### src/rtl/zip_gen_div.sv
// Iterative signed/unsigned divider for the ZipCPU execute stage: one
// operation in flight, BW+3 cycles from accepted i_wr to the o_valid strobe.
module zip_gen_div #(
    parameter int BW         = 32,
    parameter int LGBW       = 5,
    parameter bit OPT_SIGNED = 1'b1,
    parameter bit OPT_REM    = 1'b1
) (
    input  logic          i_clk,
    input  logic          i_reset_n,
    input  logic          i_wr,
    input  logic          i_signed,
    input  logic          i_rem,
    input  logic [BW-1:0] i_numerator,
    input  logic [BW-1:0] i_denominator,
    output logic          o_busy,
    output logic          o_valid,
    output logic          o_err,
    output logic [BW-1:0] o_quotient,
    output logic [3:0]    o_flags,
    output logic [1:0]    o_dbg_state
);

    // Handshake: a request is taken on any rising edge where i_wr=1 and
    // o_busy=0; the result appears as a one-cycle o_valid strobe, never with o_busy.
    typedef enum logic [1:0] {
        S_IDLE   = 2'd0,
        S_SIGN   = 2'd1,
        S_DIVIDE = 2'd2,
        S_FINISH = 2'd3
    } state_t;

    state_t          state_q;
    logic [BW-1:0]   num_q;
    logic [BW-1:0]   den_q;
    logic [BW-1:0]   rem_q;
    logic [LGBW-1:0] cnt_q;
    logic            signed_q;
    logic            want_rem_q;
    logic            quo_neg_q;
    logic            rem_neg_q;
    logic            dz_q;
    logic            valid_q;
    logic            err_q;
    logic [BW-1:0]   quot_q;
    logic [3:0]      flags_q;

    logic [BW:0]     trial_d;
    logic            fits_d;
    logic [BW-1:0]   sel_d;
    logic            neg_d;
    logic [BW-1:0]   res_d;
    logic            ovf_d;

    always_comb begin
        trial_d = {rem_q, num_q[BW-1]} - {1'b0, den_q};
        fits_d  = ~trial_d[BW];
        sel_d   = want_rem_q ? rem_q : num_q;
        neg_d   = want_rem_q ? rem_neg_q : quo_neg_q;
        res_d   = neg_d ? (~sel_d + 1'b1) : sel_d;
        // A positive quotient magnitude reaching 2**(BW-1) only happens for MINNEG / -1.
        ovf_d   = signed_q & ~want_rem_q & ~quo_neg_q & num_q[BW-1];
    end

    always_ff @(posedge i_clk or negedge i_reset_n) begin
        if (!i_reset_n) begin
            state_q    <= S_IDLE;
            num_q      <= '0;
            den_q      <= '0;
            rem_q      <= '0;
            cnt_q      <= '0;
            signed_q   <= 1'b0;
            want_rem_q <= 1'b0;
            quo_neg_q  <= 1'b0;
            rem_neg_q  <= 1'b0;
            dz_q       <= 1'b0;
            valid_q    <= 1'b0;
            err_q      <= 1'b0;
            quot_q     <= '0;
            flags_q    <= '0;
        end else begin
            valid_q <= 1'b0;
            case (state_q)
                S_IDLE: begin
                    if (i_wr) begin
                        num_q      <= i_numerator;
                        den_q      <= i_denominator;
                        signed_q   <= OPT_SIGNED & i_signed;
                        want_rem_q <= OPT_REM & i_rem;
                        state_q    <= S_SIGN;
                    end
                end
                S_SIGN: begin
                    quo_neg_q <= signed_q & (num_q[BW-1] ^ den_q[BW-1]);
                    rem_neg_q <= signed_q & num_q[BW-1];
                    if (signed_q && num_q[BW-1])
                        num_q <= ~num_q + 1'b1;
                    if (signed_q && den_q[BW-1])
                        den_q <= ~den_q + 1'b1;
                    rem_q <= '0;
                    cnt_q <= LGBW'(BW - 1);
                    if (den_q == '0) begin
                        dz_q    <= 1'b1;
                        state_q <= S_FINISH;
                    end else begin
                        dz_q    <= 1'b0;
                        state_q <= S_DIVIDE;
                    end
                end
                S_DIVIDE: begin
                    // num_q shifts the dividend out of its top and the quotient into its bottom.
                    num_q <= {num_q[BW-2:0], fits_d};
                    rem_q <= fits_d ? trial_d[BW-1:0] : {rem_q[BW-2:0], num_q[BW-1]};
                    cnt_q <= cnt_q - 1'b1;
                    if (cnt_q == '0)
                        state_q <= S_FINISH;
                end
                S_FINISH: begin
                    valid_q <= 1'b1;
                    state_q <= S_IDLE;
                    if (dz_q) begin
                        err_q   <= 1'b1;
                        quot_q  <= '0;
                        flags_q <= '0;
                    end else begin
                        err_q   <= 1'b0;
                        quot_q  <= res_d;
                        flags_q <= {ovf_d, res_d[BW-1], 1'b0, (res_d == '0)};
                    end
                end
                default: state_q <= S_IDLE;
            endcase
        end
    end

    assign o_busy      = (state_q != S_IDLE);
    assign o_valid     = valid_q;
    assign o_err       = err_q;
    assign o_quotient  = quot_q;
    assign o_flags     = flags_q;
    assign o_dbg_state = state_q;

endmodule

### config.mk
export PLATFORM = sky130hd
export DESIGN_NAME = zip_gen_div
export DESIGN_NICKNAME = d
export VERILOG_FILES = /design/src/rtl/zip_gen_div.sv
export SDC_FILE = /design/constraint.sdc
export NUM_CORES = 1
export LEC_CHECK = 0
export ABC_AREA = 1
export BUFFER_PORTS_ARGS = -buffer_cell sky130_fd_sc_hd__buf_2
export CAP_MARGIN = 40
export CORE_AREA = 3 3 153 155
export CTS_BUF_LIST = sky130_fd_sc_hd__clkbuf_8
export DETAILED_ROUTE_END_ITERATION = 12
export DIE_AREA = 0 0 156 158
export GPL_TIMING_DRIVEN = 0
export PLACE_DENSITY = 0.71
export SLEW_MARGIN = 20
export SYNTH_ARGS = -nofsm -noshare
export SYNTH_HDL_FRONTEND = slang
export SYNTH_SLANG_ARGS = --single-unit
### constraint.sdc
create_clock -name i_clk -period 4.8 [get_ports i_clk]
set_clock_uncertainty 0.05 [all_clocks]
set_input_delay 0 -clock i_clk [delete_from_list [all_inputs] [get_ports i_clk]]
set_output_delay 0 -clock i_clk [all_outputs]
set_load 0.03 [all_outputs]
==> impl_metrics.json, run 1 <==
{
  "start_kind": "flop",
  "worstMarginPinSlew_ps": 894.3,
  "synth_nets": 1878,
  "die_width_um": 156,
  "cts_hold_buf": 71,
  "drt-initial-drc-count": 1595,
  "power_switching_w": 0.005275,
  "yosys_warnings": 0,
  "swShare": 0.5647,
  "synth_edf_count": 0,
  "crit_path_end": "rem_q[18]$_DFFE_PN0N_",
  "drive_above_1_share": 0.1022,
  "finalSetupViolCount": 0,
  "port_buffers": 108,
  "cts.sink_count": 144,
  "async_reset_ff_frac": 1.000,
  "numPlacedInstances": 2156,
  "synth_top_area_frac": 0.3101,
  "p_comb_frac": 0.664,
  "critPathCaptureType": "flop",
  "syn_area_um2": 11620,
  "power.share.clock": 0.106,
  "post_cts_resized": 0,
  "syn_inst": 1767,
  "synth_area_leader_cell": "dfrtp_1",
  "clk_pin_slew_ps": 80,
  "diodes": 0,
  "slowest_stage": "dfrtp_1",
  "r2r_start": "num_q[31]$_DFFE_PN0P_",
  "first_global_vias": 12300,
  "arrival_ps": 3890,
  "initial_core_util": 0.5292,
  "cts_setup_buffers": 0,
  "dr.pass1.iters": 6,
  "ys_ff_latch": 144,
  "grt_max_degree": 82,
  "yosysMostFrequentCell": "nand2_1",
  "ys.flop_type": "dfrtp_1",
  "slew_headroom": 0.3975,
  "htreeDepth": 4,
  "min_period_over_period": 0.7364,
  "antenna_found_initial": 0,
  "finalWirelength_mm": 42.73,
  "worst_hold_slack_ps": 13.35,
  "cts_buffer_depth": 2,
  "cts-root-buf": "clkbuf_8",
  "min_period_ps": 3535,
  "hold_path_class": "in -> async",
  "r2r_end": "rem_q[18]$_DFFE_PN0N_",
  "pin_count": 110,
  "outcome": "finished clean",
  "drc_errors": 0,
  "rsz0062_at_grt": "false",
  "area_growth_pct": 17.46,
  "grt_pass1_wl_mm": 67.01,
  "hold_viol_final": 0,
  "p_per_area_nw_per_um2": 684.4,
  "final.setup.tns_ps": 0,
  "gp_congestion": 0.9950,
  "p_leak_nw": 6.748,
  "coreArea_um2": 21960,
  "worst-r2r-setup-slack_ps": 1270,
  "rows": 54,
  "synth_area_leaders": "dfrtp_1, nand2_1, nor2_1",
  "path_max_fanout": 6,
  "crit_path_cell_trace": "inv_1, ha_1, fa_1, nand3b_1, nand2_1, a21boi_0, o21ai_0, nand3_1, nand3_1, nor2_1, o21ai_0, nand3_1, nand2_1",
  "yosys-top-cells-count": "nand2_1, nor2_1, inv_1",
  "slowest_delay_ps": 470,
  "num_vias": 13250,
  "gr-total-overflow": 0,
  "cts_tree": "yes",
  "final_max_slew_viol_count": 0,
  "layoutNonFillerInstCount": 2257,
  "yosysUniqueCellTypes": 52,
  "numCtsBuffers": 17,
  "critPathLaunch": "num_q[31]$_DFFE_PN0P_",
  "hpwlAfterDp_mm": 33.43,
  "ff2ff_path_depth": 13,
  "irDropWorstVdd_v": 0.0005548,
  "critPathRequiredTime_ps": 5150,
  "p_int_w": 0.004066,
  "pwr-share-seq": 0.230,
  "clk-insertion-delay-late_ps": 460,
  "die_area_um2": 24650,
  "cap_violations": 0,
  "critical_path_class": "reg -> reg",
  "path_common_cell": "nand3_1",
  "grt_use_total": 0.3483,
  "seq_area_frac_synth": 0.3101,
  "ant_nets": 0,
  "vias_per_cell": 5.871,
  "nets": 2078,
  "syn_avg_cell_area_um2": 6.576,
  "die_h_um": 158,
  "max_freq_mhz": 282.9,
  "avgRoutedWirePerCell_um": 18.93
}
[flip-flops by register name, indices dropped and copies added (netlist names)]
name         flops
o_dbg_state      2
cnt_q            5
rem_q           32
o_quotient      31
o_flags          3
o_valid          1
rem_neg_q        1
signed_q         1
want_rem_q       1
o_err            1
num_q           32
den_q           32
quo_neg_q        1
dz_q             1
[per-layer routing]
| layer | vias to the layer above | GRT usage | routed length (um) |
|---|---|---|---|
| met5 | - | 0 | 0 |
| li1 | 6252 | - | - |
| met4 | 0 | 0.1056 | 1187 |
| met2 | 715 | 0.5196 | 17980 |
| met1 | 6199 | 0.5205 | 19350 |
| met3 | 84 | 0.05331 | 4215 |
[cell families (layout without fill, tap and decap cells)]
family	Yosys count	count (layout)	share of synthesized area
mux	1	1	0.0009690
xor+xnor	46	46	0.03467
other cells	1	1	0.0003227
buf+inv	268	478	0.09551
fa+ha+maj	42	42	0.04587
flops	144	144	0.3101
simple gates	922	922	0.3332
compound gates	343	343	0.1794
[layout by cell type, fill, tap and decap left out, drive strengths merged, types with 2 or more instances in the layout]
master,synthesis,routed
nor2,209,209
xnor2,23,23
bufinv,0,2
or2,6,6
buf,31,141
nand3b,5,5
inv,199,201
nand2,499,499
clkbuf,34,55
a22oi,22,22
nor3,34,34
a311oi,2,2
o21bai,9,9
o211ai,18,18
a221oi,25,25
nor4,12,12
o22ai,19,19
a31oi,4,4
nand3,129,129
clkinv,4,7
dfrtp,144,144
a22o,12,12
dlygate4sd3,0,71
a21o,2,2
o21ai,157,157
and3,3,3
xor2,23,23
a21oi,64,64
and2,2,2
nand4,23,23
o21a,2,2
ha,41,41
a21boi,3,3
[layout make-up]
cell class	count	area, um2
fill	2094	8309
buffer	65	347.8
clock inverter	8	90.09
clock buffer	21	289.0
sequential	144	3603
timing repair buffer	181	1300
tap	280	350.3
inverter	203	762.0
multi-input combinational	1355	6907
[power by group through the flow]
stage / sequential (W) / clock [W] / combinational (W)
finish: 0.00215 / 0.000994 / 0.00620
global route: 0.00220 / 0.00104 / 0.00682
CTS: 0.00212 / 0.00100 / 0.00603
detailed placement: 0.00214 / 0 / 0.00595
global placement: 0.00214 / 0 / 0.00589
floorplan: 0.00228 / 0 / 0.00399
[how the worst min path moves through the flow]
stage	endpoint	cells after the start
after global placement	den_q[24]$_DFFE_PN0P_	3
after floorplan	cnt_q[0]$_DFFE_PN0N_	0
after global routing	o_dbg_state[0]$_DFFE_PN0P_	4
final	den_q[14]$_DFFE_PN0P_	2
after detailed placement	den_q[14]$_DFFE_PN0P_	1
after CTS	o_dbg_state[1]$_DFFE_PN0P_	5
[worst max-delay path, delay by kind of cell (launching register included)]
kind	cells	cell delay [ps]
compound gates	3	1080
simple gates	7	1010
fa+ha+maj	2	670
flops	1	470
buf+inv	1	200
[stage by stage]
step	power, W	util	setup WS [ps]	cell area (um2)
2_1_floorplan	0.006279	-	2207	11620
3_3_place_gp	0.008023	0.5697	1332	12510
3_5_place_dp	0.008097	0.5715	1341	12550
4_1_cts	0.009156	0.6211	1314	13640
5_1_grt	0.01007	0.6216	1107	13650
6_report	0.009341	0.6216	1265	13650
No activity file was read; power rests on OpenSTA's default activity.
==> inputs of run 2 (changes only) <==
- clock period: 4.8 -> 3.63 ns (I/O delays scaled with it)
==> impl_metrics.json, run 2 (synthesized netlist as in run 1, its figures left out) <==
{
  "min_period_ps": 3345,
  "slew_headroom": 0.4088,
  "min_period_over_period": 0.9216,
  "hpwlAfterDp_mm": 33.43,
  "drc_errors": 0,
  "first_global_vias": 12300,
  "p_per_area_nw_per_um2": 904.0,
  "max_freq_mhz": 298.9,
  "dr_wl_met2_mm": 17.98,
  "numCtsBuffers": 17,
  "worst_hold_slack_ps": 10.80,
  "worstMarginPinSlew_ps": 877.5,
  "drive_above_1_share": 0.1022,
  "fillers": 2094,
  "drt-initial-drc-count": 1595,
  "critical_path_class": "reg -> reg",
  "dr_wl_met3_mm": 4.069,
  "hold_viol_final": 0,
  "irDropWorstVdd_v": 0.0007224,
  "path_max_fanout": 10,
  "gp_congestion": 0.9950,
  "r2r_start": "num_q[31]$_DFFE_PN0P_",
  "rows": 54,
  "clk-insertion-delay-late_ps": 460,
  "num_vias": 13230,
  "power_w": 0.01234,
  "critPathCaptureType": "flop",
  "reg_top3": "den_q: 32 flops, num_q: 32 flops, rem_q: 32 flops",
  "grt_use_total": 0.3483,
  "ant_nets": 0,
  "initial_core_util": 0.5292,
  "cts-root-buf": "clkbuf_8",
  "outcome": "finished clean",
  "p_leak_nw": 6.748,
  "vias_per_cell": 5.860,
  "finalWirelength_mm": 42.65,
  "multi_input_area_um2": 6907,
  "regArea_um2": 3603,
  "port_buffers": 108,
  "clk_pin_slew_ps": 80,
  "m1WireLength_mm": 19.40,
  "avgRoutedWirePerCell_um": 18.90,
  "antenna_found_initial": 0,
  "grt_max_degree": 82,
  "dr.pass1.iters": 6,
  "dr.max_layer_used": "met4",
  "cts_setup_buffers": 0,
  "cts_buffer_depth": 2,
  "coreArea_um2": 21960,
  "cts_tree": "yes",
  "diodes": 0,
  "gr-total-overflow": 0,
  "grt_pass1_wl_mm": 67.01,
  "final.setup.tns_ps": 0,
  "arrival_ps": 3650,
  "die_area_um2": 24650,
  "layout_commonest_cell": "nand2_1",
  "worst-r2r-setup-slack_ps": 280,
  "finalSetupViolCount": 0,
  "die_width_um": 156,
  "hold_path_class": "in -> async",
  "critPathRequiredTime_ps": 3930,
  "final_max_slew_viol_count": 0,
  "ff2ff_path_depth": 17,
  "rsz0062_at_grt": "false",
  "start_kind": "flop",
  "nets": 2078,
  "pin_count": 110,
  "cts.sink_count": 144,
  "die_h_um": 158,
  "cap_violations": 0,
  "htreeDepth": 4,
  "mostFrequentLayoutCells": "nand2_1, nor2_1, inv_1, dfrtp_1",
  "r2r_end": "rem_q[18]$_DFFE_PN0N_",
  "area_growth_pct": 17.46
}
## run 2: cell counts in the layout (fill, tap and decap cells not counted)
Identical to the previous run, type by type.
## run 2: where the power goes
group / internal (W) / switching, W
sequential: 0.00222 / 0.000619
clock: 0.000664 / 0.000644
combinational: 0.00249 / 0.00570
## run 2: final cells by class
| class | instances | share of cell area |
|---|---|---|
| inverter | 203 | 0.05583 |
| multi-input combinational | 1355 | 0.5060 |
| tap | 280 | 0.02567 |
| sequential | 144 | 0.2640 |
| timing repair buffer | 181 | 0.09524 |
| clock inverter | 8 | 0.006600 |
| clock buffer | 21 | 0.02118 |
| buffer | 65 | 0.02548 |
## run 2: critical path: stages, from the launching register on
cell and delay (ps):
dfrtp_1 460, inv_1 200, ha_1 280, fa_1 390, nand3b_1 170, nand2_1 160, a21oi_2 100, o21ai_2 200
nand2_1 90, nand2_1 130, nand2_1 110, nand2_1 90, nand2_1 60, nand2_2 90, buf_2 270, o21ai_1 200
nand3_1 120, nand2_1 50
## run 2: worst max path at each step
stage | startpoint | to | cells past startpoint
6_report | num_q[31]$_DFFE_PN0P_ | rem_q[18]$_DFFE_PN0N_ | 17
5_1_grt | num_q[31]$_DFFE_PN0P_ | rem_q[18]$_DFFE_PN0N_ | 17
4_1_cts | num_q[31]$_DFFE_PN0P_ | rem_q[18]$_DFFE_PN0N_ | 13
3_5_place_dp | num_q[31]$_DFFE_PN0P_ | rem_q[18]$_DFFE_PN0N_ | 13
3_3_place_gp | num_q[31]$_DFFE_PN0P_ | rem_q[18]$_DFFE_PN0N_ | 13
2_1_floorplan | num_q[31]$_DFFE_PN0P_ | rem_q[18]$_DFFE_PN0N_ | 17
## run 2: timing repair
item	4_1_cts	5_1_grt
endpoints found under the setup margin	0	1
hold buffers	71	0
endpoints found under the hold margin	210	0
resized for setup	0	2
## run 2: routing by layer
metal / vias to the layer above / GRT usage
li1: 6251 / -
met5: - / 0
met1: 6189 / 0.5205
met2: 705 / 0.5196
met4: 0 / 0.1056
met3: 82 / 0.05331
## run 2: metrics by stage
stage | instance area (um2) | util | std cells | setup slack [ps]
CTS | 13640 | 0.6211 | 2256 | 144.2
detailed placement | 12550 | 0.5715 | 2156 | 171.2
global placement | 12510 | 0.5697 | 2155 | 162.1
finish | 13650 | 0.6216 | 2257 | 284.5
global route | 13650 | 0.6216 | 2257 | 47.79
floorplan | 11620 | - | 1767 | 1037
